$ cat src/rtl/gray_pkg.sv
// Shared Gray-code helpers and defaults for the counter and the downstream Gray_to_Binary decoder.
// Functions work on 32-bit vectors; callers zero-extend narrower values and truncate the result.
package gray_pkg;

  localparam int GRAY_DEFAULT_WIDTH = 4;

  function automatic logic [31:0] bin2gray(input logic [31:0] bin);
    return bin ^ (bin >> 1);
  endfunction

  function automatic logic [31:0] gray2bin(input logic [31:0] gray);
    logic [31:0] bin;
    bin[31] = gray[31];
    for (int i = 30; i >= 0; i--) begin
      bin[i] = bin[i+1] ^ gray[i];
    end
    return bin;
  endfunction

endpackage

$ cat src/rtl/gray_counter_if.sv
// Control and output bundle of gray_counter; master drives controls, slave is the counter.
// No handshake: every control is sampled each clock, outputs are registered.
interface gray_counter_if #(
  parameter int WIDTH = gray_pkg::GRAY_DEFAULT_WIDTH
);
  logic             clr;
  logic             load;
  logic [WIDTH-1:0] load_bin;
  logic             en;
  logic             up;
  logic [WIDTH-1:0] gray_out;
  logic             tc;
  logic             sat;

  modport master (
    output clr, load, load_bin, en, up,
    input  gray_out, tc, sat
  );

  modport slave (
    input  clr, load, load_bin, en, up,
    output gray_out, tc, sat
  );
endinterface

$ cat src/rtl/bin2gray_enc.sv
// Combinational binary-to-Gray encoder (WIDTH up to 32); zero latency, no backpressure.
module bin2gray_enc
  import gray_pkg::*;
#(
  parameter int WIDTH = GRAY_DEFAULT_WIDTH
) (
  input  logic [WIDTH-1:0] bin_i,
  output logic [WIDTH-1:0] gray_o
);

  assign gray_o = WIDTH'(bin2gray(32'(bin_i)));

endmodule

$ cat src/rtl/gray_counter.sv
// Registered Gray up/down counter with clear/load/enable; 1-cycle latency, no backpressure.
// Define GRAY_CNT_SATURATE_EN to hold at the limits instead of wrapping (sat output active).
module gray_counter
  import gray_pkg::*;
#(
  parameter int WIDTH = GRAY_DEFAULT_WIDTH
) (
  input logic          clk,
  input logic          rst_n,
  gray_counter_if.slave bus
);

  localparam logic [WIDTH-1:0] ALL_ONES = {WIDTH{1'b1}};

  logic [WIDTH-1:0] bin_q, bin_d;
  logic [WIDTH-1:0] gray_q, gray_d;
  logic             tc_q, tc_d;
  logic [WIDTH-1:0] step_val;
  logic [WIDTH-1:0] limit;

`ifdef GRAY_CNT_SATURATE_EN
  logic sat_q, sat_d;
`endif

  always_comb begin
    bin_d    = bin_q;
    tc_d     = 1'b0;
    step_val = bus.up ? (bin_q + WIDTH'(1)) : (bin_q - WIDTH'(1));
    limit    = bus.up ? ALL_ONES : '0;
`ifdef GRAY_CNT_SATURATE_EN
    sat_d    = sat_q;
`endif
    if (bus.clr) begin
      bin_d = '0;
`ifdef GRAY_CNT_SATURATE_EN
      sat_d = 1'b0;
`endif
    end else if (bus.load) begin
      bin_d = bus.load_bin;
`ifdef GRAY_CNT_SATURATE_EN
      sat_d = 1'b0;
`endif
    end else if (bus.en) begin
`ifdef GRAY_CNT_SATURATE_EN
      // tc only on the step that arrives at the limit; a step pushing into it just holds
      bin_d = (bin_q == limit) ? bin_q : step_val;
      tc_d  = (bin_d == limit) && (bin_q != limit);
      sat_d = (bin_d == limit);
`else
      bin_d = step_val;
      tc_d  = (bin_q == limit);
`endif
    end
  end

  bin2gray_enc #(.WIDTH(WIDTH)) u_enc (
    .bin_i  (bin_d),
    .gray_o (gray_d)
  );

  always_ff @(posedge clk or negedge rst_n) begin
    if (!rst_n) begin
      bin_q  <= '0;
      gray_q <= '0;
      tc_q   <= 1'b0;
    end else begin
      bin_q  <= bin_d;
      gray_q <= gray_d;
      tc_q   <= tc_d;
    end
  end

`ifdef GRAY_CNT_SATURATE_EN
  always_ff @(posedge clk or negedge rst_n) begin
    if (!rst_n) begin
      sat_q <= 1'b0;
    end else begin
      sat_q <= sat_d;
    end
  end

  assign bus.sat = sat_q;
`else
  assign bus.sat = 1'b0;
`endif

  assign bus.gray_out = gray_q;
  assign bus.tc       = tc_q;

endmodule

$ cat src/flat_wrapper.sv
// flat-port wrapper written by rule: the top's interface ports become plain ports
module gray_counter_flat import gray_pkg::*;
#(
  parameter int WIDTH = GRAY_DEFAULT_WIDTH
)
  (clk, rst_n, bus_clr, bus_load, bus_load_bin, bus_en, bus_up, bus_gray_out, bus_tc, bus_sat);
  gray_counter_if #(.WIDTH(WIDTH)) bus_i ();
  input logic clk;
  input logic rst_n;
  input wire logic [$bits(bus_i.clr)-1:0] bus_clr;
  input wire logic [$bits(bus_i.load)-1:0] bus_load;
  input wire logic [$bits(bus_i.load_bin)-1:0] bus_load_bin;
  input wire logic [$bits(bus_i.en)-1:0] bus_en;
  input wire logic [$bits(bus_i.up)-1:0] bus_up;
  output wire logic [$bits(bus_i.gray_out)-1:0] bus_gray_out;
  output wire logic [$bits(bus_i.tc)-1:0] bus_tc;
  output wire logic [$bits(bus_i.sat)-1:0] bus_sat;
  assign bus_i.clr = bus_clr;
  assign bus_i.load = bus_load;
  assign bus_i.load_bin = bus_load_bin;
  assign bus_i.en = bus_en;
  assign bus_i.up = bus_up;
  assign bus_gray_out = bus_i.gray_out;
  assign bus_tc = bus_i.tc;
  assign bus_sat = bus_i.sat;
  gray_counter #(.WIDTH(WIDTH)) u_core (.clk(clk), .rst_n(rst_n), .bus(bus_i));
endmodule
$ cat config.mk
export PLATFORM = sky130hd
export DESIGN_NAME = gray_counter_flat
export DESIGN_NICKNAME = d
export VERILOG_FILES = /design/src/rtl/gray_pkg.sv /design/src/rtl/gray_counter_if.sv /design/src/rtl/bin2gray_enc.sv /design/src/rtl/gray_counter.sv /design/src/flat_wrapper.sv
export SDC_FILE = /design/constraint.sdc
export NUM_CORES = 1
export LEC_CHECK = 0
export CAP_MARGIN = 20
export CORE_AREA = 4 4 41 43
export CTS_CLUSTER_DIAMETER = 80
export DETAILED_ROUTE_END_ITERATION = 7
export DIE_AREA = 0 0 45 47
export PLACE_DENSITY = 0.68
export SYNTH_ARGS = -nofsm -noshare
export SYNTH_HDL_FRONTEND = slang
export SYNTH_HIERARCHICAL = 1
export SYNTH_SLANG_ARGS = --single-unit
$ cat constraint.sdc
create_clock -name clk -period 3.1 [get_ports clk]
set_clock_uncertainty 0.05 [all_clocks]
set_input_delay 0.93 -clock clk [delete_from_list [all_inputs] [get_ports clk]]
set_output_delay 0.93 -clock clk [all_outputs]
set_load 0.02 [all_outputs]
Word-level counts from Yosys, hierarchy flattened --
Cells that the tools add are included. W data, S select, Z words.
Operators by class: bitwise operators 1, $add $sub $neg 2, eq/ne operators 1, multiplexer cells 8
Operator list (count):
- $mux W4 | 5
- $add A4 B1 Y4 const B | 1
- $eq A4 B4 Y1 | 1
- $sub A4 B1 Y4 const B | 1
- $xor A4 B3 Y4 | 1
- $mux W1 | 3
Word-level totals: output and inout bits 6, register bits 9

Logic depth before layout (Yosys ltp) --
depth in word-level cells 6, mapped depth 7

By module --
Netlist, hierarchy kept.
By module, submodules not included:
- gray_counter | cells each 47, instances 1, area each 476.7 sq um
- bin2gray_enc | cells each 4, instances 1, area each 33.8 sq um

Worst setup path after synthesis --
OpenSTA, ideal clock, no wires.
kind input-to-reg, start point in bus_up, end point reg u_core.gray_q[2], in the netlist u_core/bus.gray_out[2], arrival time 2.343 ns, path slack 0.577 ns, cell stages on the path 7, path through inv_1 ha_1 a21oi_1 a21oi_1 or4_1 and3_1 xor2_1
Between the ends: cells in the longest elaborated chain, start to end 5
RTL lines:
- start, declared | RTL line flat_wrapper.sv:14 | input wire logic [$bits(bus_i.up)-1:0] bus_up;
- $mux W4 | RTL line gray_counter.sv:28 | step_val = bus.up ? (bin_q + WIDTH'(1)) : (bin_q - WIDTH'(1));
- $mux W4 | RTL line gray_counter.sv:43 | end else if (bus.en) begin
- $mux W4 | RTL line gray_counter.sv:38 | end else if (bus.load) begin
- $mux W4 | RTL line gray_counter.sv:33 | if (bus.clr) begin
- via u_core.bin_d[3] | RTL line gray_counter.sv:15 | logic [WIDTH-1:0] bin_q, bin_d;
- $xor A4 B3 Y4 | RTL line gray_pkg.sv:8 | return bin ^ (bin >> 1);
- via u_core.gray_d[2] | RTL line gray_counter.sv:16 | logic [WIDTH-1:0] gray_q, gray_d;
- end signal, assigned | RTL line gray_counter.sv:68 | gray_q <= gray_d;
- end, declared | RTL line gray_counter.sv:16
The timed path passes the listed nets, and every way through them passes these cells.

Worst setup path in the final report --
Ends and elaborated chain as after synthesis.

==> results.sh <==
export IMPL_status="finished, final reports clean"
export IMPL_cp_end_kind="flip-flop"
export IMPL_synth_simple_gate_area_frac=0.181
export IMPL_grt_pass1_vias=376
export IMPL_place_ws_ns=-0.00575
export IMPL_netlist_area_um2=510
export IMPL_ir_drop_v=0.000356
export IMPL_arrival_ns=2.94
export IMPL_swShare=0.279
export IMPL_wirelength_um=946
export IMPL_root_buffer="clkbuf_4"
export IMPL_grt_pass1_wl_mm=1.54
export IMPL_ys_seq_area_frac=0.441
export IMPL_path_class="primary input to flip-flop"
export IMPL_synthXorXnorAreaFrac=0.0858
export IMPL_max_freq_mhz=351
export IMPL_sequentialPowerShare=0.432
export IMPL_grt_max_degree=10
export IMPL_vias=396
export IMPL_start_util=0.392
export IMPL_synthArstFlopShare=1.00
export IMPL_crit_fanout=3
export IMPL_drt_wirelength_per_cell_um=11.4
export IMPL_p_comb_frac=0.293
export IMPL_place_inst=79
export IMPL_cp_slowest_cell="clkdlybuf4s50_1"
export IMPL_synth_most_common_cell="dfrtp_1"
export IMPL_io_pins=16
export IMPL_power_total_uw=316
export IMPL_ctsHoldBuffers=0
export IMPL_grt_antenna_before_repair=0
export IMPL_synth_commonest_cells="dfrtp_1 (9), a21oi_1 (5), nor2_1 (5)"
export IMPL_synthFlopType="dfrtp_1"
export IMPL_pwr_share_clk=0.275
export IMPL_cap_viol_max_count=0
export IMPL_place_gp_congestion=0.761
export IMPL_yosys_mux_area_fraction=0.0613
export IMPL_grt_util_all_layers=0.105
export IMPL_crit_buf_inv=2
export IMPL_synth_edf_count=0
export IMPL_p_int_uw=228
export IMPL_cts_buffers=3
export IMPL_syn_avg_cell_area_um2=10.0
export IMPL_hold_ws_ns=0.527
export IMPL_ys_warn_count=6
export IMPL_synthAdderAreaFrac=0.0882
export IMPL_synthesis_nets=64
export IMPL_cts_reportedPaths_clkPinSlew_ns=0.06
export IMPL_dp_final_hpwl_um=766
export IMPL_postCtsSetupRepairBufs=0
export IMPL_synth_top_area_cell="dfrtp_1"
export IMPL_power_density_mw_per_mm2=455
export IMPL_syn_to_final_growth_pct=36.0
export IMPL_num_rows=13
export IMPL_die_area_mm2=0.00212
export IMPL_drc_errors=0
export IMPL_synth_top_area_frac=0.441
export IMPL_hold_path_class="flip-flop to flip-flop"
export IMPL_cts_tree="done"
export IMPL_critPathTopFamily="simple AND/OR/NAND/NOR gates"
export IMPL_vias_per_cell=4.77
export IMPL_n_antenna_cell=0
export IMPL_cts_sinks=9
export IMPL_io_buffers=14
export IMPL_fin_crit_sh=0.920
export IMPL_postRouteAntennaNets=0
export IMPL_synth_top_family_by_area="simple AND/OR/NAND/NOR gates"
export IMPL_synthCells=51
export IMPL_slew_viol_final=0
export IMPL_die_h_um=47
export IMPL_p_sw_uw=88.2
export IMPL_worstSetupStartpointType="primary input"
export IMPL_ys_ff_latch=9
export IMPL_postCtsResizedCells=0
export IMPL_first_pass_iters=3
export IMPL_setup_viol=0
export IMPL_layout_drive_gt1_share=0.118
export IMPL_drt_iter0_drc=6
export IMPL_reg2reg_slack_ns=1.10
export IMPL_die_w_um=45
export IMPL_cellLeakagePower_uw=0.000321
export IMPL_synthTopCellsByArea="dfrtp_1 (44%), xor2_1 (5.1%), a21oi_1 (4.9%), ha_1 (4.9%), fa_1 (3.9%)"
export IMPL_synth_compound_area_frac=0.0588
export IMPL_rsz0062_at_grt="false"
export IMPL_final_min_clock_period_ns=2.85
export IMPL_cpPeakStageDelay_ns=0.47
export IMPL_h_tree_depth=1
export IMPL_crit_path_frequent_cell="a21oi_1"
export IMPL_core_mm2=0.00130
export IMPL_utilization=0.534
export IMPL_fin_nets=82
export IMPL_clock_latency_ns=0.25
export IMPL_hold_violations=0
export IMPL_fin_ws_ns=0.247
export IMPL_finalNonFillerCells=83
export IMPL_synth_cell_types=25
export IMPL_crit_required_ns=3.18
export IMPL_grt_overflow=0
export IMPL_path_cells="clkdlybuf4s50_1 > inv_1 > ha_1 > a21oi_1 > a21oi_1 > or4_1 > and3_1 > xor2_1"
export IMPL_cts_max_path_buffers=2
==> power groups by stage <==
stage	sequential [uW]	combinational (uW)	clock (uW)
floorplan	148	42.7	0
global placement	138	91.8	0
detailed placement	139	93.0	0
CTS	137	93.6	90.3
global route	137	102	98.6
finish	137	92.6	87.1
==> layout make-up <==
type	count	area [um2]
fill	131	607
multi-input combinational	34	246
sequential	9	225
timing repair buffer	17	163
clock buffer	4	26.3
tap	15	18.8
inverter	4	15.0
==> metrics by stage <==
step | instance area (um2) | setup TNS [ns]
final | 694 | 0
after global routing | 694 | 0
after CTS | 694 | 0
after detailed placement | 668 | -0.00575
after global placement | 668 | 0
after floorplan | 510 | 0
==> path summary, 6_finish.rpt <==
kind | start | endpoint | cells after the start
max reg2reg | u_core/bin_q[2] | u_core/bus.gray_out[2] | 6
max in group asynchronous | rst_n | u_core/bus.gray_out[3] | 1
min | u_core/bin_q[3] | u_core/bus.tc | 2
min reg2reg | u_core/bin_q[3] | u_core/bus.tc | 2
min in group asynchronous | rst_n | u_core/bin_q[0] | 1
max | bus_up | u_core/bus.gray_out[2] | 8
==> logic make-up (layout without fill, tap and decap cells) <==
kind of cell / Yosys count / after routing
AND/OR/NAND/NOR: 16 / 16
AO/OA/AOI/OAI: 6 / 6
buffers and inverters: 8 / 25
XOR/XNOR: 5 / 5
flip-flops: 9 / 9
multiplexers: 3 / 3
adder cells (fa/ha/maj): 3 / 3
other: 1 / 1
==> sequential cells by signal, summed over array words and instances, names as in the netlist <==
register,count
u_core/bin_q,4
u_core/bus.gray_out,4
u_core/bus.tc,1
==> tightest hold or removal path: cells and delay by family, from the launching register on <==
| kind | cells | cell delay [ns] |
|---|---|---|
| simple gates | 1 | 0.11 |
| flops | 1 | 0.37 |
| compound gates | 1 | 0.06 |
==> cell usage in the layout, fill, tap and decap left out, drive strengths merged <==
master         count
a21oi              5
and3               1
and4               1
buf                3
clkbuf             4
clkdlybuf4s50     14
conb               1
dfrtp              9
fa                 1
ha                 2
inv                4
mux2               1
mux2i              2
nand2              1
nand3              2
nand4              1
nor2               5
nor2b              2
nor3               1
o21ai              1
or3                1
or4                1
xnor2              2
xor2               3
==> per-layer routing <==
metal | GRT usage | routed length [um]
met5 | 0 | 0
met3 | 0.0613 | 77
met2 | 0.167 | 438
met4 | 0.0175 | 0
met1 | 0.126 | 430
(Power assumes the default switching activity.)
